### src/rtl/aes_shift_rows_pipe.sv
// ShiftRows / InvShiftRows for Rijndael Nb = 4, 6, 8, followed by an elastic valid/ready pipeline.
// The permutation is pure wiring on the input side; every stage is fully registered.
module aes_shift_rows_pipe #(
  parameter int unsigned NB     = 4,
  parameter int unsigned STAGES = 1
) (
  input  logic              clk,
  input  logic              rst,
  input  logic              inValid,
  output logic              inReady,
  input  logic              inInverse,
  input  logic [32*NB-1:0]  inData,
  output logic              outValid,
  input  logic              outReady,
  output logic [32*NB-1:0]  outData,
  output logic              outInverse,
  output logic              busy
);

  localparam int unsigned W = 32 * NB;

  if (!(NB == 4 || NB == 6 || NB == 8)) begin : g_bad_nb
    $error("aes_shift_rows_pipe: NB must be 4, 6 or 8");
  end
  if (STAGES < 1 || STAGES > 4) begin : g_bad_stages
    $error("aes_shift_rows_pipe: STAGES must be in 1..4");
  end

  // Byte k = 4*c + r sits at bits [W-1-8k -: 8]; rows 2 and 3 shift one further when NB = 8.
  logic [W-1:0] perm;

  for (genvar c = 0; c < int'(NB); c++) begin : g_col
    for (genvar r = 0; r < 4; r++) begin : g_row
      localparam int Shift  = (NB == 8 && r >= 2) ? r + 1 : r;
      localparam int FwdSrc = (c + Shift) % int'(NB);
      localparam int InvSrc = (c + int'(NB) - Shift) % int'(NB);
      localparam int Dst    = 4 * c + r;
      assign perm[W-1-8*Dst -: 8] = inInverse ? inData[W-1-8*(4*InvSrc+r) -: 8]
                                              : inData[W-1-8*(4*FwdSrc+r) -: 8];
    end
  end

  logic [W-1:0]        data_q   [STAGES];
  logic [W-1:0]        src_data [STAGES];
  logic [STAGES-1:0]   valid_q;
  logic [STAGES-1:0]   inv_q;
  logic [STAGES-1:0]   src_valid;
  logic [STAGES-1:0]   src_inv;
  logic [STAGES-1:0]   adv;

  for (genvar i = 0; i < int'(STAGES); i++) begin : g_stage
    if (i == 0) begin : g_head
      assign src_valid[i] = inValid;
      assign src_inv[i]   = inInverse;
      assign src_data[i]  = perm;
    end else begin : g_body
      assign src_valid[i] = valid_q[i-1];
      assign src_inv[i]   = inv_q[i-1];
      assign src_data[i]  = data_q[i-1];
    end
    // Stage i moves unless it and every stage downstream is full and the sink is stalled.
    assign adv[i] = outReady || !(&valid_q[STAGES-1:i]);
  end

  always_ff @(posedge clk) begin
    if (rst) begin
      valid_q <= '0;
      inv_q   <= '0;
      for (int i = 0; i < int'(STAGES); i++) begin
        data_q[i] <= '0;
      end
    end else begin
      for (int i = 0; i < int'(STAGES); i++) begin
        if (adv[i]) begin
          valid_q[i] <= src_valid[i];
          if (src_valid[i]) begin
            data_q[i] <= src_data[i];
            inv_q[i]  <= src_inv[i];
          end
        end
      end
    end
  end

  assign inReady    = adv[0];
  assign outValid   = valid_q[STAGES-1];
  assign outData    = data_q[STAGES-1];
  assign outInverse = inv_q[STAGES-1];
  assign busy       = |valid_q;

endmodule

### config.mk
export PLATFORM = sky130hd
export DESIGN_NAME = aes_shift_rows_pipe
export DESIGN_NICKNAME = d
export VERILOG_FILES = /design/src/rtl/aes_shift_rows_pipe.sv
export SDC_FILE = /design/constraint.sdc
export NUM_CORES = 1
export LEC_CHECK = 0
export CAP_MARGIN = 10
export CORE_MARGIN = 3
export CORE_UTILIZATION = 40
export DETAILED_ROUTE_END_ITERATION = 8
export HOLD_SLACK_MARGIN = 0.06
export PLACE_DENSITY = 0.8
export SYNTH_ARGS = -nofsm -noshare
export SYNTH_HDL_FRONTEND = slang
export SYNTH_SLANG_ARGS = --single-unit
### constraint.sdc
create_clock -name clk -period 5.3 [get_ports clk]
set_input_delay 0.795 -clock clk [delete_from_list [all_inputs] [get_ports clk]]
set_output_delay 0.795 -clock clk [all_outputs]
set_load 0.1 [all_outputs]
==> results of run 1 <==
-- cell type report --
cell class | count | area share, %
multi-input combinational | 200 | 15.3
tap | 172 | 2.45
clock buffer | 18 | 4.89
sequential | 130 | 44.2
clock inverter | 14 | 2.68
inverter | 2 | 0.0855
timing repair buffer | 267 | 30.3
-- power by group through the flow --
stage / registers, mW / clock network [mW] / logic (mW)
after floorplan: 1.84 / 0 / 0.105
after global placement: 1.26 / 0 / 0.945
after detailed placement: 1.26 / 0 / 0.951
after CTS: 1.24 / 1.32 / 0.954
after global routing: 1.25 / 1.37 / 0.978
final: 1.24 / 1.30 / 0.949
-- state kept, by name (all words and copies together) (netlist names) --
signal,count
outInverse,1
data_q,128
busy,1
-- layer usage --
metal  up-vias  track usage [%]
met5         -                0
met4         0             9.24
met3        24             7.52
met2       177             30.8
met1      1721             18.7
li1       1792                -
-- cell usage after synthesis --
cell | count | area, um2
a21o_1 | 1 | 7.51
a21oi_1 | 2 | 10.0
and2_1 | 64 | 400
buf_2 | 6 | 30.0
buf_4 | 2 | 15.0
buf_6 | 6 | 67.6
clkbuf_1 | 7 | 26.3
dfxtp_1 | 2 | 40.0
edfxtp_1 | 128 | 3840
inv_1 | 1 | 3.75
inv_2 | 1 | 3.75
mux2i_1 | 64 | 641
nand3_1 | 1 | 5.00
nor2_1 | 64 | 240
nor2b_1 | 1 | 6.26
nor3_4 | 1 | 16.3
o21ai_0 | 1 | 5.00
or3_1 | 1 | 6.26
-- worst max-delay path, cell delays in order --
cell             delay (ns)
clkdlybuf4s50_1        0.42
nor2b_1                0.31
inv_1                  0.16
clkdlybuf4s50_1        1.00
-- kinds of logic (layout without fill, tap and decap cells) --
family	Yosys count	count (layout)	share of synthesized area, %
AOI/OAI and AO/OA	4	4	0.420
buffers and inverters	23	301	2.73
DFF	130	130	72.4
muxes	64	64	11.9
and+or+nand+nor	132	132	12.6
-- per-stage QoR --
stage	cell area (um2)	hold slack [ns]	utilization (%)	setup WS, ns	power [mW]
4_1_cts	8780	0.525	68.2	1.81	3.52
3_5_place_dp	8120	0.518	63.0	1.81	2.21
5_1_grt	8780	0.539	68.2	1.72	3.60
6_report	8780	0.513	68.2	1.82	3.49
2_1_floorplan	5370	0.864	-	0.454	1.94
3_3_place_gp	8120	0.463	63.0	1.88	2.20
-- worst paths after layout --
kind,from,endpoint,cells after the start
max,outReady,inReady,4
min,outInverse,outInverse,2
max reg2reg,busy,data_q[0][30],4
min reg2reg,outInverse,outInverse,2
==> impl_metrics.csv, run 1 <==
group,metric,value,unit
outcome,status,"finished, final reports clean",
route,dr_wl_met2,6.97,mm
critical_path,crit_path_start_kind,"primary input",
critical_path,rrSetupSlack,3.11,ns
final_layout,nets,751,
synthesis,ys_ff_latch,130,
synthesis,syn_avg_cell_area,15.2,um2
clock_tree,cts_tree,"yes",
pwr,power_frac_seq,35.6,%
clock_tree,worstSkewPairLatency,0.41,ns
route,wl_met3,1.25,mm
grt,grt_pass1_wl,19.8,mm
final_layout,mostFrequentLayoutCell,"clkdlybuf4s50_1",
pwr,p_clk_share,37.2,%
die,fp.dieW,122,um
final_layout,seq_area,3880,um2
synthesis,yosysSeqAreaShare,72.4,%
pwr,leakagePower,3.43,nW
grt,antenna_found_initial,0,
route,postRouteAntennaNets,0,
route,detail_route.wl_per_cell,16.6,um
final_layout,antenna_cells,0,
sta,fin_crit_sh,65.7,%
route,avgViaCountPerCell,4.63,
die,die_y,122,um
final_layout,drive_above_1_share,5.86,%
synthesis,synthesis.nets,486,
pwr,ir_drop,0.212,mV
critical_path,cp_max_fo,4,
sta,max-slew-margin-rel,24.6,%
synthesis,synth_cells,353,
job,maxCapViolCount,0,
die,pin_count,265,
clock_tree,holdBufCountCts,0,
placement,dp_hpwl,9.77,mm
sta,rsz0062_at_grt,"no",
synthesis,syn-cell-area,5370,um2
sta,finClkSkew,0.00710,ns
sta,period_needed,3.48,ns
critical_path,critPathCaptureType,"output pin",
route,drc_errors,0,
route,m1WireLength,4.78,mm
final_layout,multi_input_area,1350,um2
die,die_area,14800,um2
sta,finalMaxSlewViolations,0,
die,start_util,41.7,%
min_path,hp-class,"reg -> reg",
critical_path,critical_path_class,"in -> out",
final_layout,area_growth,63.6,%
pwr,swShare,32.6,%
synthesis,yosysUniqueCellTypes,18,
pwr,power_frac_comb,27.2,%
clock_tree,cts-buffers-inserted,17,
final_layout,num-fill-cells,902,
final_layout,final_cell_mix,"263 x clkdlybuf4s50_1, 128 x edfxtp_1, 64 x mux2i_1, 64 x nor2_1, 64 x and2_1",
sta,hold_viol,0,
sta,tightest_slew,1.13,ns
critical_path,arrival,2.69,ns
clock_tree,clockRootBuffer,"clkbuf_16",
placement,place_inst,771,
placement,routabilityCongestion,0.749,
route,num_vias,3714,
die,core-area,12900,um2
route,finalWirelength,13.3,mm
clock_tree,ctsResizeCount,0,
clock_tree,htreeDepth,4,
route,top_layer,"met4",
sta,setup_tns,0,ns
clock_tree,post-cts-setup-buffers,0,
pwr,internal_power,2.35,mW
grt,grt_max_degree,66,
grt,grt_usage,17.9,%
synthesis,synth_warnings,0,
sta,setup-violations-final,0,
clock_tree,cts.sinks,130,
pwr,p_per_area,397,nW/um2
die,rows,41,
sta,max_freq,0.287,GHz
clock_tree,cts_buffer_depth,2,
grt,overflow,0,
route,drtIter0Drc,208,
clock_tree,clkTransAtPathRegs,0.06,ns
route,firstDrtPassIters,4,
pwr,switching_power,1.14,mW
final_layout,final_cells,803,
grt,grt_pass1_vias,3774,
placement,port_buffers,264,
critical_path,required,4.51,ns
Power figures use the tool's default switching activity.
==> run 2: changes to the inputs <==
==> constraint.sdc (replaced) <==
create_clock -name clk -period 3.6 [get_ports clk]
set_input_delay 0.54 -clock clk [delete_from_list [all_inputs] [get_ports clk]]
set_output_delay 0.54 -clock clk [all_outputs]
set_load 0.1 [all_outputs]
==> impl_metrics.csv, run 2 (synthesized netlist as in run 1, its figures left out) <==
group,metric,value,unit
outcome,status,"finished, final reports clean",
sta,period_needed,2.47,ns
route,detail_route.wl_per_cell,17.0,um
sta,hold_viol,0,
final_layout,area_growth,61.6,%
route,finalWirelength,13.7,mm
clock_tree,cts-buffers-inserted,17,
placement,dp_hpwl,9.94,mm
route,postRouteAntennaNets,0,
critical_path,critPathCaptureType,"output pin",
clock_tree,clockRootBuffer,"clkbuf_16",
placement,routabilityCongestion,0.826,
clock_tree,clkTransAtPathRegs,0.05,ns
route,drc_errors,0,
grt,gr-usage-met3,7.01,%
clock_tree,htreeDepth,4,
sta,finalMaxSlewViolations,0,
critical_path,crit_family,"buffers and inverters",
sta,fin_crit_sh,68.5,%
final_layout,largest_reg_flops,128,
critical_path,cp_max_fo,1,
final_layout,final_cell_mix,"262 x clkdlybuf4s50_1, 128 x edfxtp_1, 64 x mux2i_1, 64 x nor2_1, 64 x and2_1",
critical_path,cp_num_buf_inv,1,
critical_path,cp_slowest_stage_delay,1.16,ns
route,num_vias,3773,
critical_path,crit_path_start_kind,"flop",
critical_path,required,3.06,ns
die,pin_count,265,
pwr,leakagePower,3.40,nW
final_layout,drive_above_1_share,6.01,%
die,rows,41,
job,maxCapViolCount,0,
die,fp.dieW,122,um
clock_tree,worstSkewPairLatency,0.41,ns
route,avgViaCountPerCell,4.69,
clock_tree,ctsResizeCount,0,
critical_path,arrival,1.93,ns
die,die_area,14800,um2
critical_path,cpMaxStageDelayCell,"clkdlybuf4s50_1",
final_layout,num-fill-cells,935,
sta,setup-violations-final,0,
die,die_y,122,um
clock_tree,post-cts-setup-buffers,0,
pwr,ir_drop,0.265,mV
grt,use_met1,19.5,%
sta,tightest_slew,1.05,ns
grt,grt_pass1_vias,3727,
min_path,hp-class,"reg -> reg",
placement,place_ws,0.749,ns
die,start_util,41.7,%
critical_path,critical_path_class,"reg -> out",
route,drtIter0Drc,244,
grt,antenna_found_initial,1,
sta,layout_setup_ws,1.13,ns
pwr,p_per_area,557,nW/um2
sta,finClkSkew,0.00412,ns
grt,grt_usage,18.1,%
final_layout,mostFrequentLayoutCell,"clkdlybuf4s50_1",
sta,rsz0062_at_grt,"no",
final_layout,nets,752,
grt,grtUsageMet2,31.5,%
die,core-area,12900,um2
clock_tree,cts_buffer_depth,2,
grt,grt_max_degree,84,
sta,max_freq,0.406,GHz
sta,max-slew-margin-rel,30.1,%
grt,top_usage_layer,"met2",
route,firstDrtPassIters,4,
clock_tree,cts_tree,"yes",
final_layout,regMostFlops,"data_q",
critical_path,crit_chain,"clkdlybuf4s50_1",
clock_tree,holdBufCountCts,0,
clock_tree,cts.sinks,130,
sta,setup_tns,0,ns
grt,grt_pass1_wl,20.1,mm
grt,overflow,0,
placement,port_buffers,264,
-- run 2: cell count changes in the layout (fill, tap and decap cells not counted), sizes merged --
cell,change
buf,+2
bufinv,-4
inv,-1
clkinv,+7
diode,+1
clkdlybuf4s50,-1
clkinvlp,-3
clkbuf,+1
-- run 2: path summary, 6_finish.rpt --
path                                      from  cells after the start  slack, ns           end
worst max-delay path            data_q[0][112]                      1       1.13  outData[112]
worst min-delay path                outInverse                      2       0.48    outInverse
worst min register to register      outInverse                      2       0.48    outInverse
worst max register to register            busy                      4       1.34  data_q[0][1]
-- run 2: through the flow --
step	instance area, um2	hold WS, ns	cells	util, %	power [mW]
floorplan	5380	0.609	353	-	2.85
detailed placement	8120	0.475	772	63.1	3.26
CTS	8670	0.483	804	67.4	4.88
global placement	8120	0.469	772	63.1	3.25
finish	8670	0.483	805	67.4	4.83
global route	8670	0.498	805	67.4	4.98
-- run 2: metal layers --
metal	part of all wire, %	wire length (um)	up-vias
met5	0	0	-
met4	1.9	266	0
met3	10	1370	19
met2	53	7190	175
met1	35	4850	1775
li1	-	-	1804
-- run 2: layout make-up --
cell class / instances / area [um2] / area share, %
Sequential cell: 130 / 3880 / 44.8
Timing Repair Buffer: 268 / 2670 / 30.8
Multi-Input combinational cell: 200 / 1350 / 15.5
Clock buffer: 19 / 433 / 4.99
Tap cell: 172 / 215 / 2.48
Clock inverter: 13 / 119 / 1.37
Inverter: 2 / 7.51 / 0.0865
Antenna cell: 1 / 2.50 / 0.0288
-- run 2: power breakdown --
group	total [mW]	leakage, nW	internal, mW	switching [mW]
clock	1.60	0.275	1.00	0.600
sequential	1.83	1.41	1.80	0.0343
combinational	1.40	1.72	0.367	1.03
-- run 2: tightest hold or removal path, cell delays in order (launching register included) --
cell,delay (ns)
dfxtp_1,0.31
o21ai_0,0.07
a21oi_1,0.06
